--- src/rtl/fft32_pkg.sv ---
// Shared constants, sample type and index helper for the 32-point MDC FFT output stage.
package fft32_pkg;
  localparam int unsigned N_POINTS = 32;
  localparam int unsigned HALF     = 16;
  localparam int unsigned IDX_W    = 5;
  localparam int unsigned SAMPLE_W = 9;

  typedef struct packed {
    logic signed [SAMPLE_W-1:0] re;
    logic signed [SAMPLE_W-1:0] im;
  } cplx_t;

  function automatic logic [3:0] bitrev4(input logic [3:0] k);
    logic [3:0] r;
    r = '0;
    for (int unsigned i = 0; i < 4; i++) r[i] = k[3-i];
    return r;
  endfunction
endpackage

--- src/rtl/fft32_pingpong_ram.sv ---
// Two-bank, 32-entry-per-bank sample store: two writes per cycle into one bank,
// one combinational read from any bank.
module fft32_pingpong_ram
  import fft32_pkg::*;
#(
  parameter int WIDTH = 9
) (
  input  logic                 clk,
  input  logic                 we,
  input  logic                 wr_bank,
  input  logic [IDX_W-1:0]     wr_addr_a,
  input  logic [2*WIDTH-1:0]   wr_data_a,
  input  logic [IDX_W-1:0]     wr_addr_b,
  input  logic [2*WIDTH-1:0]   wr_data_b,
  input  logic                 rd_bank,
  input  logic [IDX_W-1:0]     rd_addr,
  output logic [2*WIDTH-1:0]   rd_data
);
  logic [2*WIDTH-1:0] mem [2*N_POINTS];

  // Callers guarantee wr_addr_a and wr_addr_b never collide (upper/lower half).
  always_ff @(posedge clk) begin
    if (we) begin
      mem[{wr_bank, wr_addr_a}] <= wr_data_a;
      mem[{wr_bank, wr_addr_b}] <= wr_data_b;
    end
  end

  assign rd_data = mem[{rd_bank, rd_addr}];
endmodule

--- src/rtl/fft32_out_reorder.sv ---
// FFT output reorder: two-lane bit-reversed beats in, one-lane natural-order
// samples out through a ping-pong frame buffer.
module fft32_out_reorder
  import fft32_pkg::*;
#(
  parameter int WIDTH = 9
) (
  input  logic                    clk,
  input  logic                    rst,
  input  logic                    in_valid,
  output logic                    in_ready,
  input  logic                    in_sof,
  input  logic signed [WIDTH-1:0] in_up_re,
  input  logic signed [WIDTH-1:0] in_up_im,
  input  logic signed [WIDTH-1:0] in_lo_re,
  input  logic signed [WIDTH-1:0] in_lo_im,
  output logic                    out_valid,
  input  logic                    out_ready,
  output logic signed [WIDTH-1:0] out_re,
  output logic signed [WIDTH-1:0] out_im,
  output logic [IDX_W-1:0]        out_index,
  output logic                    out_last,
  output logic                    sync_err
);
  logic               wr_bank;
  logic               rd_bank;
  logic [3:0]         wr_cnt;
  logic [IDX_W-1:0]   rd_cnt;
  logic [1:0]         bank_full;

  logic               accept;
  logic               resync;
  logic               wr_done;
  logic               xfer;
  logic               rd_done;
  logic [3:0]         beat_k;
  logic [1:0]         set_mask;
  logic [1:0]         clr_mask;
  logic [2*WIDTH-1:0] rd_data;

  always_comb begin
    in_ready = ~bank_full[wr_bank];
    accept   = in_valid & in_ready;
    // A mid-frame sof restarts the frame: this beat lands as k=0.
    resync   = accept & in_sof & (wr_cnt != '0);
    beat_k   = resync ? '0 : wr_cnt;
    wr_done  = accept & ~resync & (wr_cnt == 4'(HALF-1));

    out_valid = bank_full[rd_bank];
    xfer      = out_valid & out_ready;
    rd_done   = xfer & (rd_cnt == IDX_W'(N_POINTS-1));

    set_mask = '0;
    clr_mask = '0;
    if (wr_done) set_mask[wr_bank] = 1'b1;
    if (rd_done) clr_mask[rd_bank] = 1'b1;

    out_re    = '0;
    out_im    = '0;
    out_index = '0;
    if (out_valid) begin
      out_re    = rd_data[2*WIDTH-1:WIDTH];
      out_im    = rd_data[WIDTH-1:0];
      out_index = rd_cnt;
    end
    out_last = out_valid & (rd_cnt == IDX_W'(N_POINTS-1));
  end

  fft32_pingpong_ram #(.WIDTH(WIDTH)) u_ram (
    .clk       (clk),
    .we        (accept),
    .wr_bank   (wr_bank),
    .wr_addr_a ({1'b0, bitrev4(beat_k)}),
    .wr_data_a ({in_up_re, in_up_im}),
    .wr_addr_b ({1'b1, bitrev4(beat_k)}),
    .wr_data_b ({in_lo_re, in_lo_im}),
    .rd_bank   (rd_bank),
    .rd_addr   (rd_cnt),
    .rd_data   (rd_data)
  );

  always_ff @(posedge clk) begin
    if (rst) begin
      wr_bank   <= 1'b0;
      rd_bank   <= 1'b0;
      wr_cnt    <= '0;
      rd_cnt    <= '0;
      bank_full <= '0;
      sync_err  <= 1'b0;
    end else begin
      if (accept) begin
        if (resync) begin
          wr_cnt <= 4'd1;
        end else if (wr_done) begin
          wr_cnt  <= '0;
          wr_bank <= ~wr_bank;
        end else begin
          wr_cnt <= wr_cnt + 4'd1;
        end
      end
      if (xfer) begin
        if (rd_done) begin
          rd_cnt  <= '0;
          rd_bank <= ~rd_bank;
        end else begin
          rd_cnt <= rd_cnt + 5'd1;
        end
      end
      bank_full <= (bank_full | set_mask) & ~clr_mask;
      sync_err  <= resync;
    end
  end
endmodule

--- config.mk ---
export PLATFORM = sky130hd
export DESIGN_NAME = fft32_out_reorder
export DESIGN_NICKNAME = d
export VERILOG_FILES = /design/src/rtl/fft32_pkg.sv /design/src/rtl/fft32_pingpong_ram.sv /design/src/rtl/fft32_out_reorder.sv
export SDC_FILE = /design/constraint.sdc
export NUM_CORES = 1
export LEC_CHECK = 0
export CAP_MARGIN = 40
export CORE_MARGIN = 2
export CORE_UTILIZATION = 35
export CTS_CLUSTER_SIZE = 8
export DETAILED_ROUTE_END_ITERATION = 12
export GPL_TIMING_DRIVEN = 0
export PLACE_DENSITY = 0.61
export SKIP_LAST_GASP = 1
export SYNTH_ARGS = -nofsm -noshare
export SYNTH_HDL_FRONTEND = slang
export SYNTH_SLANG_ARGS = --single-unit
--- constraint.sdc ---
create_clock -name clk -period 4.85 [get_ports clk]
set_input_delay 0.97 -clock clk [delete_from_list [all_inputs] [get_ports clk]]
set_output_delay 0.97 -clock clk [all_outputs]
set_load 0.1 [all_outputs]
Yosys cells after proc, flatten, opt, wreduce, memory -nomap -nowiden
Memories as Yosys holds them, arrays and structs flattened.
Index checks and enable logic that the tools add are counted.
W data, S select, Z words.
Cells by class
  $add $sub $neg: 2
  order comparisons: 4
  eq/ne operators: 2
  mux-type cells: 19
  bitwise operators: 15
  reductions and logical operators: 5
Operators with widths (count)
  $mux W9: 2
  $mux W4: 3
  $mux W5: 2
  $and A1 B1 Y1: 8
  $mux W1: 8
  $add A5 B1 Y5 const B: 1
  $eq A5 B5 Y1 const B: 1
  $add A4 B1 Y4 const B: 1
  $eq A4 B4 Y1 const B: 1
  $lt A1 B2 Y1 const B: 2
  $mux W2: 2
  $not A1 Y1: 4
  $reduce_bool A4 Y1: 1
  $reduce_and A3 Y1: 1
  $and A2 B2 Y2: 1
  $demux W1 S1: 2
  $ge A1 B1 Y1 const B: 2
  $logic_and A1 B1 Y1: 2
  $not A2 Y2: 1
  $or A2 B2 Y2: 1
  $reduce_and A2 Y1: 1
Storage, ports and cells
  register bits after elaboration: 14
  bits in writable memories: 1152
  input port bits: 41
  output and inout port bits: 27
  memories kept: 1
Memory list
  u_ram.mem: depth 64, bits a word 18, rd ports 1, clocked after Yosys merged registers in 0, wr ports 2, RTL line fft32_pingpong_ram.sv:19  | logic [2*WIDTH-1:0] mem [2*N_POINTS];

Logic depth before layout (Yosys ltp)
  depth after elaboration: 12
  gate-level depth with buffers: 10
  gate-level depth less buffers: 6

Hierarchy
A second synthesis with hierarchy kept.
Second synthesis, totals
  cells, all modules: 3690
  area total of the unflattened synthesis: 60565.6 um^2
Modules (own cells, without submodules)
  fft32_pingpong_ram: instances 1, cells an instance 3575, area an instance 59668.5 um^2
  fft32_out_reorder: instances 1, cells an instance 115, area an instance 897.1 um^2

Worst setup path after synthesis
OpenSTA, ideal clock, no wires.
  path kind: reg-to-output
  from: reg rd_cnt[0]
  to: out out_im[7]
  arrival time: 3837 ps
  data required time: 3880 ps
  slack: 43 ps
  stages on the path, launching flop included: 9
  path buffers: 5
  cell sequence: dfxtp_1 > buf_2 > buf_4 > buf_2 > buf_2 > buf_2 > a2bb2oi_1 > a211oi_1 > o32ai_1
Between the ends
  word-level cells in the longest chain between the ends: 2
RTL lines
  from (decl): RTL line fft32_out_reorder.sv:28  | logic [IDX_W-1:0] rd_cnt;
  from (signal assigned): RTL line fft32_out_reorder.sv:106  | rd_cnt <= rd_cnt + 5'd1;
  $mem_v2 Z64 W18
  $mux W9: RTL line fft32_out_reorder.sv:61  | if (out_valid) begin
  to (decl): RTL line fft32_out_reorder.sv:20  | output logic signed [WIDTH-1:0] out_im,
No other way between the ends.

Worst setup path after layout
  from: reg rd_cnt[1]
  to: out out_re[2]
Between the ends
  word-level cells in the longest chain between the ends: 2
RTL lines
  $mem_v2 Z64 W18
  $mux W9: RTL line fft32_out_reorder.sv:61
  to (decl): RTL line fft32_out_reorder.sv:19  | output logic signed [WIDTH-1:0] out_re,
No other way between the ends.

==> out/metrics.yaml <==
global_routing:
  grt_first_pass_wirelength_um: 177000
  grt_usage: 0.189
  gr-total-overflow: 0
  grt_max_degree: 33
  grt_pass1_vias: 24509
  antenna_found_initial: 11
flow_run:
  maxCapViolCount: 0
drt:
  ant_nets: 0
  drt-total-wl_um: 125000
  drc_errors: 0
  vias: 23595
  vias_per_cell: 5.69
  drt_first_pass_iters: 8
  drt-initial-drc-count: 2968
  post_drt_wl_per_cell_um: 30.1
timing:
  fmax_mhz: 207
  tightest_slew_ps: 907
  finalSetupViolations: 0
  finClkSkew_ps: 20.5
  setup_tns_ps: 0
  period_share: 0.995
  relSlewSlack: 0.393
  setup_ws_ps: 22.9
  rsz0062_at_grt: "yes"
  hold_viol_final: 0
  slew_viol_final: 0
  final.min_clock_period_ps: 4830
placement:
  dp_slack_ps: -631
  place_hpwl_um: 83200
  gp_congestion: 0.891
  port_buffers: 66
worst_setup_path:
  crit_fanout: 10
  arrival_ps: 3860
  r2r_slack_ps: 1180
  r2r-start: "wr_cnt[1]"
  end_kind: "output port"
  critPathRequiredTime_ps: 3880
  worstRegToRegCells: 9
  r2r_end: "u_ram.mem[23][0]"
  cp-start-kind: "flop"
  criticalPathCategory: "flop to output port"
  worstSetupStartpoint: "rd_cnt[1]"
floorplan:
  die_y_um: 362
  core_um2: 128000
  rows: 131
  fp.dieArea_um2: 131000
  ios: 68
  start_util: 0.352
  fp.dieW_um: 362
clock_network:
  hold_buffers: 0
  insertion_delay_ps: 740
  tritoncts: "yes"
  cts_buffer_depth: 3
  clockRootBuffer: "clkbuf_16"
  clk_pin_slew_worst_paths_ps: 50
  cts_made_buffers: 163
  cts_max_level: 4
  cts_sinks: 1166
synth:
  synth_top_area_frac: 0.770
  synthArstFlopShare: 0
  synth_top_cell_by_area: "edfxtp_1"
  ys_seq_area_frac: 0.776
  synth_ff_type: "edfxtp_1"
  ys_ff_latch: 1166
  syn_inst: 2095
  ys_types: 56
  synth_most_common_cell: "edfxtp_1"
  synth_edf_count: 1152
  synth_area_um2: 44900
  ys_top_cells_by_count: "edfxtp_1 (1,152), mux4_2 (189), mux2i_1 (150)"
  synth_warnings: 0
  syn_area_per_cell_um2: 21.4
  synth_nets: 2140
  synth_area_leaders: "edfxtp_1 (77%), mux4_2 (9.5%), mux2i_1 (3.3%)"
min_path:
  hp-class: "flop to flop"
  hold_end: "bank_full[1]"
  min_from: "rd_bank"
  hold-path-cell-count: 1
layout:
  fill_cells: 10681
  area.growth.synth_to_final_pct: 23.1
  register_area_um2: 34900
  multi_input_area_um2: 9910
  final_core_util: 0.434
  final_net_count: 2490
  drive_gt1_frac: 0.303
pwr:
  total_power_mw: 21.6
  peakVddDrop_uv: 270
  p_leak_nw: 17.0
  p_per_area_nw_per_um2: 390
run_status:
  status: "finished, final reports clean"
==> per-layer routing <==
metal  GRT usage  share of wire  vias to the layer above
li1            -              -                     9596
met1       0.251           0.40                    12512
met2       0.310           0.49                     1222
met3      0.0396          0.086                      259
met4      0.0658          0.032                        6
met5           0        0.00028                        -
==> area by class of cell <==
type,count,share of cell area
flip-flops and latches,1166,0.631
multi-input cells,794,0.179
clock buffers,193,0.0773
repair buffers,190,0.0540
well taps,1662,0.0376
plain buffers,121,0.0184
clock inverters,11,0.00222
inverters,9,0.000611
diodes,3,0.000136
==> logic make-up (layout without fill, tap and decap cells) <==
kind of cell | count (synthesis) | count (layout) | share of synthesized area
adders and majority gates | 4 | 4 | 0.00111
xor gates and xnor gates | 1 | 1 | 0.000195
DFF | 1166 | 1166 | 0.776
muxes | 399 | 399 | 0.146
buffers and inverters | 135 | 524 | 0.0150
and+or+nand+nor | 147 | 147 | 0.0152
AOI/OAI and AO/OA | 243 | 243 | 0.0462
other | 0 | 3 | 0
==> placed cells by master (no fill, tap or decap), types with 9 or more instances in the layout <==
cell type,count
a211o_1,10
nor2_1,30
clkbuf_2,23
a21oi_1,10
o221a_2,16
nand2_1,40
a22o_1,20
dfxtp_1,11
clkdlybuf4s50_1,61
clkbuf_1,40
buf_6,25
buf_16,38
a32o_1,10
a22oi_1,14
mux4_2,189
buf_2,11
o221ai_1,39
mux2i_1,149
clkbuf_16,167
a31oi_1,11
a221o_1,32
buf_4,41
buf_12,29
edfxtp_1,1152
o211ai_1,16
a221oi_1,13
mux4_1,9
buf_8,58
nor2_4,32
mux2_2,50
==> worst max-delay path by stage <==
stage                                   to  slack [ps]
after floorplan                  out_im[7]          40
after global placement    u_ram.mem[6][16]       -1570
after detailed placement         out_im[3]        -630
after CTS                        out_im[3]        -180
after global routing             out_im[7]         -50
final                            out_re[2]          20
==> timing repair <==
item                                    4_1_cts  5_1_grt
resized for setup                           178       33
endpoints found under the setup margin       20       17
setup buffers                                 7        3
pin swaps                                    13        8
==> critical path: stages (launching register included) <==
cell and delay, ps:
dfxtp_2 360, buf_12 130, buf_12 130, buf_6 240, nand3_4 210, clkbuf_2 300
o221a_2 360, a31oi_2 340, a32o_1 260, clkdlybuf4s50_1 540, buf_8 200
==> state kept, by name, indices dropped and copies added (netlist names) <==
signal / count
bank_full: 2
rd_cnt: 5
u_ram.mem: 1152
sync_err: 1
rd_bank: 1
wr_bank: 1
wr_cnt: 4
==> power by group <==
part | switching [mW] | total [mW] | leakage, nW | internal [mW]
clock | 3.88 | 9.97 | 2.15 | 6.09
sequential | 0.0129 | 11.2 | 10.5 | 11.1
combinational | 0.298 | 0.450 | 4.34 | 0.151
total | 4.19 | 21.6 | 17.0 | 17.4
==> metrics by stage <==
stage               cell area (um^2)  hold slack [ps]  std cells
floorplan                      44900              479       2095
global placement               47700              504       3823
detailed placement             50100              551       3939
CTS                            55200              560       4143
global route                   55300              591       4146
finish                         55300              570       4149
No activity file was read; power rests on OpenSTA's default activity.
